==> src/rtl/sar_search_ctrl_if.sv <==
// Start/compare/result bundle between a SAR search controller (master) and its
// requester plus external magnitude comparator (slave).
interface sar_search_ctrl_if #(
   parameter int WIDTH = 4
);
   localparam int SW = $clog2(WIDTH + 1);

   logic             start;
   logic             cmp_gt;
   logic             cmp_eq;
   logic             cmp_lt;
   logic [WIDTH-1:0] trial;
   logic             busy;
   logic             done;
   logic [WIDTH-1:0] result;
   logic [SW-1:0]    steps;
   logic             err;

   modport master (
      input  start, cmp_gt, cmp_eq, cmp_lt,
      output trial, busy, done, result, steps, err
   );

   modport slave (
      output start, cmp_gt, cmp_eq, cmp_lt,
      input  trial, busy, done, result, steps, err
   );
endinterface

==> src/rtl/sar_search_ctrl.sv <==
// Binary-search controller recovering a hidden operand A through a compare-only port.
// Optional define SAR_ERR_CHK_EN aborts a search when the comparator flags are not one-hot.
//
// state  | meaning
// IDLE   | trial=0, waiting for start
// SEARCH | one compare per cycle, bit k under test
module sar_search_ctrl #(
   parameter int WIDTH = 4
) (
   input  logic               clk,
   input  logic               rst_n,
   sar_search_ctrl_if.master  bus
);
   localparam int SW = $clog2(WIDTH + 1);
   localparam int KW = $clog2(WIDTH);
   localparam logic [WIDTH-1:0] ONE_W = {{(WIDTH-1){1'b0}}, 1'b1};
   localparam logic [WIDTH-1:0] MSB_W = {1'b1, {(WIDTH-1){1'b0}}};
   localparam logic [KW-1:0]    K_MSB = KW'(WIDTH - 1);
   localparam logic [KW-1:0]    ONE_K = {{(KW-1){1'b0}}, 1'b1};
   localparam logic [SW-1:0]    ONE_S = {{(SW-1){1'b0}}, 1'b1};

   typedef enum logic {IDLE, SEARCH} state_t;

   state_t           state_q;
   logic [WIDTH-1:0] trial_q;
   logic [WIDTH-1:0] result_q;
   logic [KW-1:0]    k_q;
   logic [SW-1:0]    cnt_q;
   logic [SW-1:0]    steps_q;
   logic             busy_q;
   logic             done_q;
`ifdef SAR_ERR_CHK_EN
   logic             err_q;
   logic             fin_err;
`endif

   logic [WIDTH-1:0] mask_k;
   logic [WIDTH-1:0] mask_km1;
   logic [WIDTH-1:0] trial_keep;
   logic [WIDTH-1:0] trial_clr;
   logic [WIDTH-1:0] trial_nx;
   logic [WIDTH-1:0] fin_result;
   logic [SW-1:0]    cnt_inc;
   logic             last_bit;
   logic             fin;

   // At k==0 mask_km1 is zero, so trial_clr is simply the trial with bit 0 cleared.
   always_comb begin
      mask_k     = ONE_W << k_q;
      mask_km1   = mask_k >> 1;
      trial_keep = trial_q | mask_km1;
      trial_clr  = (trial_q & ~mask_k) | mask_km1;
      cnt_inc    = cnt_q + ONE_S;
      last_bit   = (k_q == '0);
      fin        = 1'b0;
      fin_result = trial_q;
      trial_nx   = trial_q;
      if (bus.cmp_eq) begin
         fin = 1'b1;
      end else if (bus.cmp_gt) begin
         if (last_bit) fin = 1'b1;
         else          trial_nx = trial_keep;
      end else begin
         if (last_bit) begin
            fin        = 1'b1;
            fin_result = trial_clr;
         end else begin
            trial_nx = trial_clr;
         end
      end
`ifdef SAR_ERR_CHK_EN
      fin_err = !$onehot({bus.cmp_gt, bus.cmp_eq, bus.cmp_lt});
      if (fin_err) begin
         fin        = 1'b1;
         fin_result = '0;
      end
`endif
   end

   always_ff @(posedge clk or negedge rst_n) begin
      if (!rst_n) begin
         state_q  <= IDLE;
         trial_q  <= '0;
         result_q <= '0;
         k_q      <= '0;
         cnt_q    <= '0;
         steps_q  <= '0;
         busy_q   <= 1'b0;
         done_q   <= 1'b0;
`ifdef SAR_ERR_CHK_EN
         err_q    <= 1'b0;
`endif
      end else begin
         done_q <= 1'b0;
         if (state_q == IDLE) begin
            if (bus.start) begin
               state_q <= SEARCH;
               trial_q <= MSB_W;
               k_q     <= K_MSB;
               cnt_q   <= '0;
               busy_q  <= 1'b1;
`ifdef SAR_ERR_CHK_EN
               err_q   <= 1'b0;
`endif
            end
         end else begin
            cnt_q <= cnt_inc;
            if (fin) begin
               state_q  <= IDLE;
               trial_q  <= '0;
               result_q <= fin_result;
               steps_q  <= cnt_inc;
               busy_q   <= 1'b0;
               done_q   <= 1'b1;
`ifdef SAR_ERR_CHK_EN
               err_q    <= fin_err;
`endif
            end else begin
               trial_q <= trial_nx;
               k_q     <= k_q - ONE_K;
            end
         end
      end
   end

   assign bus.trial  = trial_q;
   assign bus.busy   = busy_q;
   assign bus.done   = done_q;
   assign bus.result = result_q;
   assign bus.steps  = steps_q;
`ifdef SAR_ERR_CHK_EN
   assign bus.err    = err_q;
`else
   assign bus.err    = 1'b0;
`endif
endmodule

==> src/flat_wrapper.sv <==
// flat-port wrapper written by rule: the top's interface ports become plain ports
module sar_search_ctrl_flat 
#(
   parameter int WIDTH = 4
)
  (clk, rst_n, bus_start, bus_cmp_gt, bus_cmp_eq, bus_cmp_lt, bus_trial, bus_busy, bus_done, bus_result, bus_steps, bus_err);
  sar_search_ctrl_if #(.WIDTH(WIDTH)) bus_i ();
  input  logic clk;
  input  logic rst_n;
  input wire logic [$bits(bus_i.start)-1:0] bus_start;
  input wire logic [$bits(bus_i.cmp_gt)-1:0] bus_cmp_gt;
  input wire logic [$bits(bus_i.cmp_eq)-1:0] bus_cmp_eq;
  input wire logic [$bits(bus_i.cmp_lt)-1:0] bus_cmp_lt;
  output wire logic [$bits(bus_i.trial)-1:0] bus_trial;
  output wire logic [$bits(bus_i.busy)-1:0] bus_busy;
  output wire logic [$bits(bus_i.done)-1:0] bus_done;
  output wire logic [$bits(bus_i.result)-1:0] bus_result;
  output wire logic [$bits(bus_i.steps)-1:0] bus_steps;
  output wire logic [$bits(bus_i.err)-1:0] bus_err;
  assign bus_i.start = bus_start;
  assign bus_i.cmp_gt = bus_cmp_gt;
  assign bus_i.cmp_eq = bus_cmp_eq;
  assign bus_i.cmp_lt = bus_cmp_lt;
  assign bus_trial = bus_i.trial;
  assign bus_busy = bus_i.busy;
  assign bus_done = bus_i.done;
  assign bus_result = bus_i.result;
  assign bus_steps = bus_i.steps;
  assign bus_err = bus_i.err;
  sar_search_ctrl #(.WIDTH(WIDTH)) u_core (.clk(clk), .rst_n(rst_n), .bus(bus_i));
endmodule
==> config.mk <==
export PLATFORM = sky130hd
export DESIGN_NAME = sar_search_ctrl_flat
export DESIGN_NICKNAME = d
export VERILOG_FILES = /design/src/rtl/sar_search_ctrl_if.sv /design/src/rtl/sar_search_ctrl.sv /design/src/flat_wrapper.sv
export SDC_FILE = /design/constraint.sdc
export NUM_CORES = 1
export LEC_CHECK = 0
export ABC_AREA = 1
export CORE_MARGIN = 2
export CORE_UTILIZATION = 32
export CTS_BUF_LIST = sky130_fd_sc_hd__clkbuf_4 sky130_fd_sc_hd__clkbuf_8
export DETAILED_ROUTE_END_ITERATION = 8
export HOLD_SLACK_MARGIN = 0.02
export PLACE_DENSITY = 0.61
export REMOVE_ABC_BUFFERS = 1
export SYNTH_ARGS = -nofsm -noshare
export SYNTH_HDL_FRONTEND = slang
export SYNTH_SLANG_ARGS = --single-unit
==> constraint.sdc <==
create_clock -name clk -period 1.9 [get_ports clk]
set_input_delay 0.285 -clock clk [delete_from_list [all_inputs] [get_ports clk]]
set_output_delay 0.285 -clock clk [all_outputs]
set_load 0.005 [all_outputs]
---- Word level (Yosys, flattened, before mapping) ----
Cells that the tools add are included.
operators by class
  eq/ne operators ......................... 4
  bitwise logic cells ..................... 4
  shift operators ......................... 1
  reduce and logical (&&, ||, !) cells .... 6
  muxes and demuxes ....................... 25
  add/sub/neg operators ................... 2
operators with widths
  operator             count
  $mux 4               10
  $mux 1               10
  $or 4x3->4           2
  $mux 2               3
  $mux 3               2
  $ne 3x3->1 const B   2
  $reduce_and 2->1     3
  $and 4x4->4          1
  $ne 2x2->1 const B   2
  $not 4->4            1
  $shl 1x2->4 const A  1
  $add 3x1->3 const B  1
  $reduce_and 3->1     1
  $logic_not 2->1      1
  $reduce_bool 2->1    1
  $sub 2x1->2 const B  1
storage, ports and cells
  register bits ........................... 19
  logic and storage cells ................. 50

---- Logic depth before layout (Yosys ltp) ----
  depth after elaboration ................. 9
  mapped depth ............................ 9

---- Worst setup path before layout ----
Ideal clock, no wire load.
  path type ............................... register to register
  start point ............................. register u_core.k_q[1]
  end point ............................... register u_core.trial_q[0] (netlist: u_core.bus.trial[0])
  arrival ................................. 1296 ps
  clock period less this slack ............ 1361 ps
  buffers on the path ..................... 0
  stages on the path, launching flop included .. 10
  required time ........................... 1835 ps
  path slack .............................. 539 ps
  library setup time ...................... 65 ps
  path through ............................ dfrtp_1 inv_1 ha_1 nor2_4 nand2_2 inv_2 nand2_1 inv_1 nand2_1 nand2_1
between the ends
  word-level cells in the longest chain between the ends .. 9
  elaborated cells on any way between the ends .. 17
ends and longest elaborated chain
  item                    line                    source
  from (decl)             sar_search_ctrl.sv:27   logic [KW-1:0] k_q;
  from (signal assigned)  sar_search_ctrl.sv:120  k_q <= k_q - ONE_K;
  $shl 1x2->4             sar_search_ctrl.sv:49   mask_k = ONE_W << k_q;
  $not 4->4               sar_search_ctrl.sv:52   trial_clr = (trial_q & ~mask_k) | mask_km1;
  $and 4x4->4             sar_search_ctrl.sv:52
  $or 4x3->4              sar_search_ctrl.sv:52
  $mux 4                  sar_search_ctrl.sv:64   if (last_bit) begin
  $mux 4                  sar_search_ctrl.sv:60   end else if (bus.cmp_gt) begin
  $mux 4                  sar_search_ctrl.sv:58   if (bus.cmp_eq) begin
  $mux 4                  sar_search_ctrl.sv:108  if (fin) begin
  $mux 4                  sar_search_ctrl.sv:95   if (state_q == IDLE) begin
  to (signal assigned)    sar_search_ctrl.sv:119  trial_q <= trial_nx;
  to (decl)               sar_search_ctrl.sv:25   logic [WIDTH-1:0] trial_q;
Several ways; a longest one is shown, not always the timed one. The select of a mux whose other input is x is not followed.
A chain may end at the register's enable or synchronous reset.

---- Final worst setup path ----
Same ends and word-level chain as after synthesis.

==> metrics.yaml <==
status: "finished, final reports clean"
dr.pass1.iters: 4
wl_um: 1912
portBuffers: 17
crit_start: "u_core.k_q[1]$_DFFE_PN0P_"
pwr-share-seq: 0.418
fmax_ghz: 0.6255
pin_count: 20
r2r_cells: 9
path_cells: "inv_1 -> ha_1 -> nor2_4 -> nand2_2 -> inv_2 -> nand2_1 -> inv_1 -> nand2_1 -> nand2_1"
critPathCaptureType: "flop"
switchingPower_uw: 664.7
totalPowerFinal_uw: 1698
rsz0062_at_grt: "no"
yosysSeqAreaShare: 0.4853
tritoncts: "yes"
route.detailed.drc: 0
synth_top_area_cell: "dfrtp_1"
fillers: 313
die_h_um: 59.33
viasPerCell: 4.494
cp.arrival_ps: 1850
cts_hold_buf: 0
antennaDiodeCount: 0
clock_path_buffers: 2
globalRouteTotalUtil: 0.1311
finalHoldViolCount: 0
post_cts_buffers: 0
htreeDepth: 1
grt_pass1_vias: 810
drv_slew: 0
area_delta_synth_final_pct: 24.65
vias: 791
drt-wirelength-per-cell_um: 10.86
synth_cell_types: 19
yosysTopAreaCellShare: 0.4853
die_area_sq_um: 3520
cts_buffers: 3
grt_antenna_before_repair: 0
synth-edff-count: 0
first_iter_violations: 14
finalNetCount: 156
fin_tns_setup_ps: 0
syn_avg_cell_area_sq_um: 8.030
crit_path_start_kind: "flop"
critical_path.endpoint: "u_core.bus.trial[0]$_DFFE_PN0P_"
p_int_uw: 1033
dp_hpwl_um: 1456
worstHoldPathType: "in2async"
multi_input_area_sq_um: 429.2
synthArstFlopShare: 1.000
coreArea_sq_um: 2978
yosys_warnings: 0
clk_pin_slew_worst_paths_ps: 130
grt_pass1_wl_um: 3519
ctsResizeCount: 0
dieWidth_um: 59.33
skew_ps: 10.73
required_ps: 2150
rows: 20
worst_path_most_repeated_cell: "nand2_1"
numClockSinks: 19
grt_max_degree: 20
swShare: 0.3915
drv_cap: 0
drtAntennaViolNets: 0
power_frac_clock: 0.130
root_buffer: "clkbuf_4"
slowest_stage: "dfrtp_1"
ys.flop_type: "dfrtp_1"
seq_area_sq_um: 475.5
path_max_fanout: 8
synth_commonest_cells: "nand2_1, dfrtp_1, inv_1"
synth_cells: 122
clkLatencyLatePin_ps: 310
fin_crit_ps: 1599
critical_path_class: "reg2reg"
power-per-cell-area_nw_per_um2: 1390
cp_slowest_stage_delay_ps: 480
ir_drop_uv: 665.1
ys_ff_latch: 19
place.gp.congestion: 0.8031
ff2ff_setup_slack_ps: 300
start_util: 0.3290
layout-drive-gt1-share: 0.08392
r2r_start: "u_core.k_q[1]$_DFFE_PN0P_"
timing.rr.end: "u_core.bus.trial[0]$_DFFE_PN0P_"
pwr-share-comb: 0.451
p_leak_uw: 0.0006609
setup_viol: 0
synth_area_sq_um: 979.7
grt-ovfl-total: 0
fin_crit_sh: 0.8414
synth_area_leaders: "dfrtp_1, nand2_1, ha_1"
synth_most_common_cell: "nand2_1"
-- critical path: cells and delay by family, from the launching register on --
kind / cells / cell delay, ps
flops: 1 / 480
buf+inv: 3 / 300
fa+ha+maj: 1 / 240
simple gates: 5 / 520
-- power by group through the flow --
stage | combinational, uW | clock (uW) | sequential [uW]
after floorplan | 430 | 0 | 705
after global placement | 753 | 0 | 711
after detailed placement | 771 | 0 | 722
after CTS | 776 | 226 | 713
after global routing | 895 | 241 | 743
final | 766 | 221 | 710
-- area by class of cell --
| class | instances | share of cell area |
|---|---|---|
| well taps | 33 | 0.03381 |
| clock inverters | 1 | 0.006148 |
| multi-input cells | 84 | 0.3514 |
| repair buffers | 18 | 0.1455 |
| clock buffers | 3 | 0.01844 |
| inverters | 18 | 0.05533 |
| flip-flops and latches | 19 | 0.3893 |
-- registers in the layout, indices dropped and copies added, names as in the netlist --
register / count
u_core.bus.busy: 1
u_core.bus.done: 1
u_core.bus.result: 4
u_core.bus.steps: 3
u_core.bus.trial: 4
u_core.cnt_q: 3
u_core.k_q: 2
u_core.state_q: 1
-- through the flow --
stage | worst slack [ps] | std cells | area (sq um) | hold slack [ps] | util
6_report | 301.3 | 176 | 1221 | 288.2 | 0.4101
5_1_grt | 85.87 | 176 | 1221 | 311.9 | 0.4101
3_5_place_dp | 345.4 | 172 | 1191 | 468.0 | 0.4000
4_1_cts | 295.3 | 176 | 1221 | 300.5 | 0.4101
2_1_floorplan | 538.7 | 121 | 972.2 | -10.59 | -
3_3_place_gp | 398.8 | 172 | 1191 | 458.2 | 0.4000
-- placed cells by master (no fill, tap or decap) --
cell / netlist / layout
clkinvlp_4: 0 / 1
inv_1: 13 / 13
buf_4: 1 / 1
clkinv_1: 1 / 1
o21ai_0: 4 / 4
nand2_2: 1 / 1
o21ai_1: 5 / 5
nand3_1: 8 / 8
clkbuf_4: 0 / 3
nor2_1: 3 / 3
nor2_8: 1 / 1
o211ai_1: 1 / 1
ha_1: 6 / 6
nor2_4: 1 / 1
conb_1: 1 / 1
a21oi_1: 2 / 2
clkdlybuf4s50_1: 0 / 17
inv_2: 4 / 4
nand4_1: 1 / 1
nand2_1: 49 / 49
dfrtp_1: 19 / 19
xor2_1: 1 / 1
-- worst min path at each step --
stage,from,endpoint,slack (ps),depth (start not counted)
after floorplan,rst_n,u_core.bus.busy$_DFFE_PN0P_,-10,0
after global placement,u_core.bus.result[1]$_DFFE_PN0P_,u_core.bus.result[1]$_DFFE_PN0P_,460,2
after detailed placement,u_core.bus.busy$_DFFE_PN0P_,u_core.bus.busy$_DFFE_PN0P_,470,2
after CTS,rst_n,u_core.state_q$_DFF_PN0_,300,2
after global routing,rst_n,u_core.k_q[1]$_DFFE_PN0P_,310,2
final,rst_n,u_core.state_q$_DFF_PN0_,290,2
-- cells by family (layout without fill, tap and decap cells) --
| family | count (synthesis) | after routing | synth area share |
|---|---|---|---|
| AND/OR/NAND/NOR | 64 | 64 | 0.2848 |
| flip-flops | 19 | 19 | 0.4853 |
| buffers and inverters | 19 | 40 | 0.07663 |
| AO/OA/AOI/OAI | 12 | 12 | 0.06386 |
| adder cells (fa/ha/maj) | 6 | 6 | 0.07663 |
| other | 1 | 1 | 0.003828 |
| XOR/XNOR | 1 | 1 | 0.008942 |
-- per-layer routing --
layer,share of wire,vias to the layer above,global-route usage
met5,0,-,0
met4,0.014,0,0.03896
met3,0.027,5,0.02620
met2,0.48,13,0.2151
met1,0.48,356,0.1743
li1,-,417,-
No activity file was read; power rests on OpenSTA's default activity.
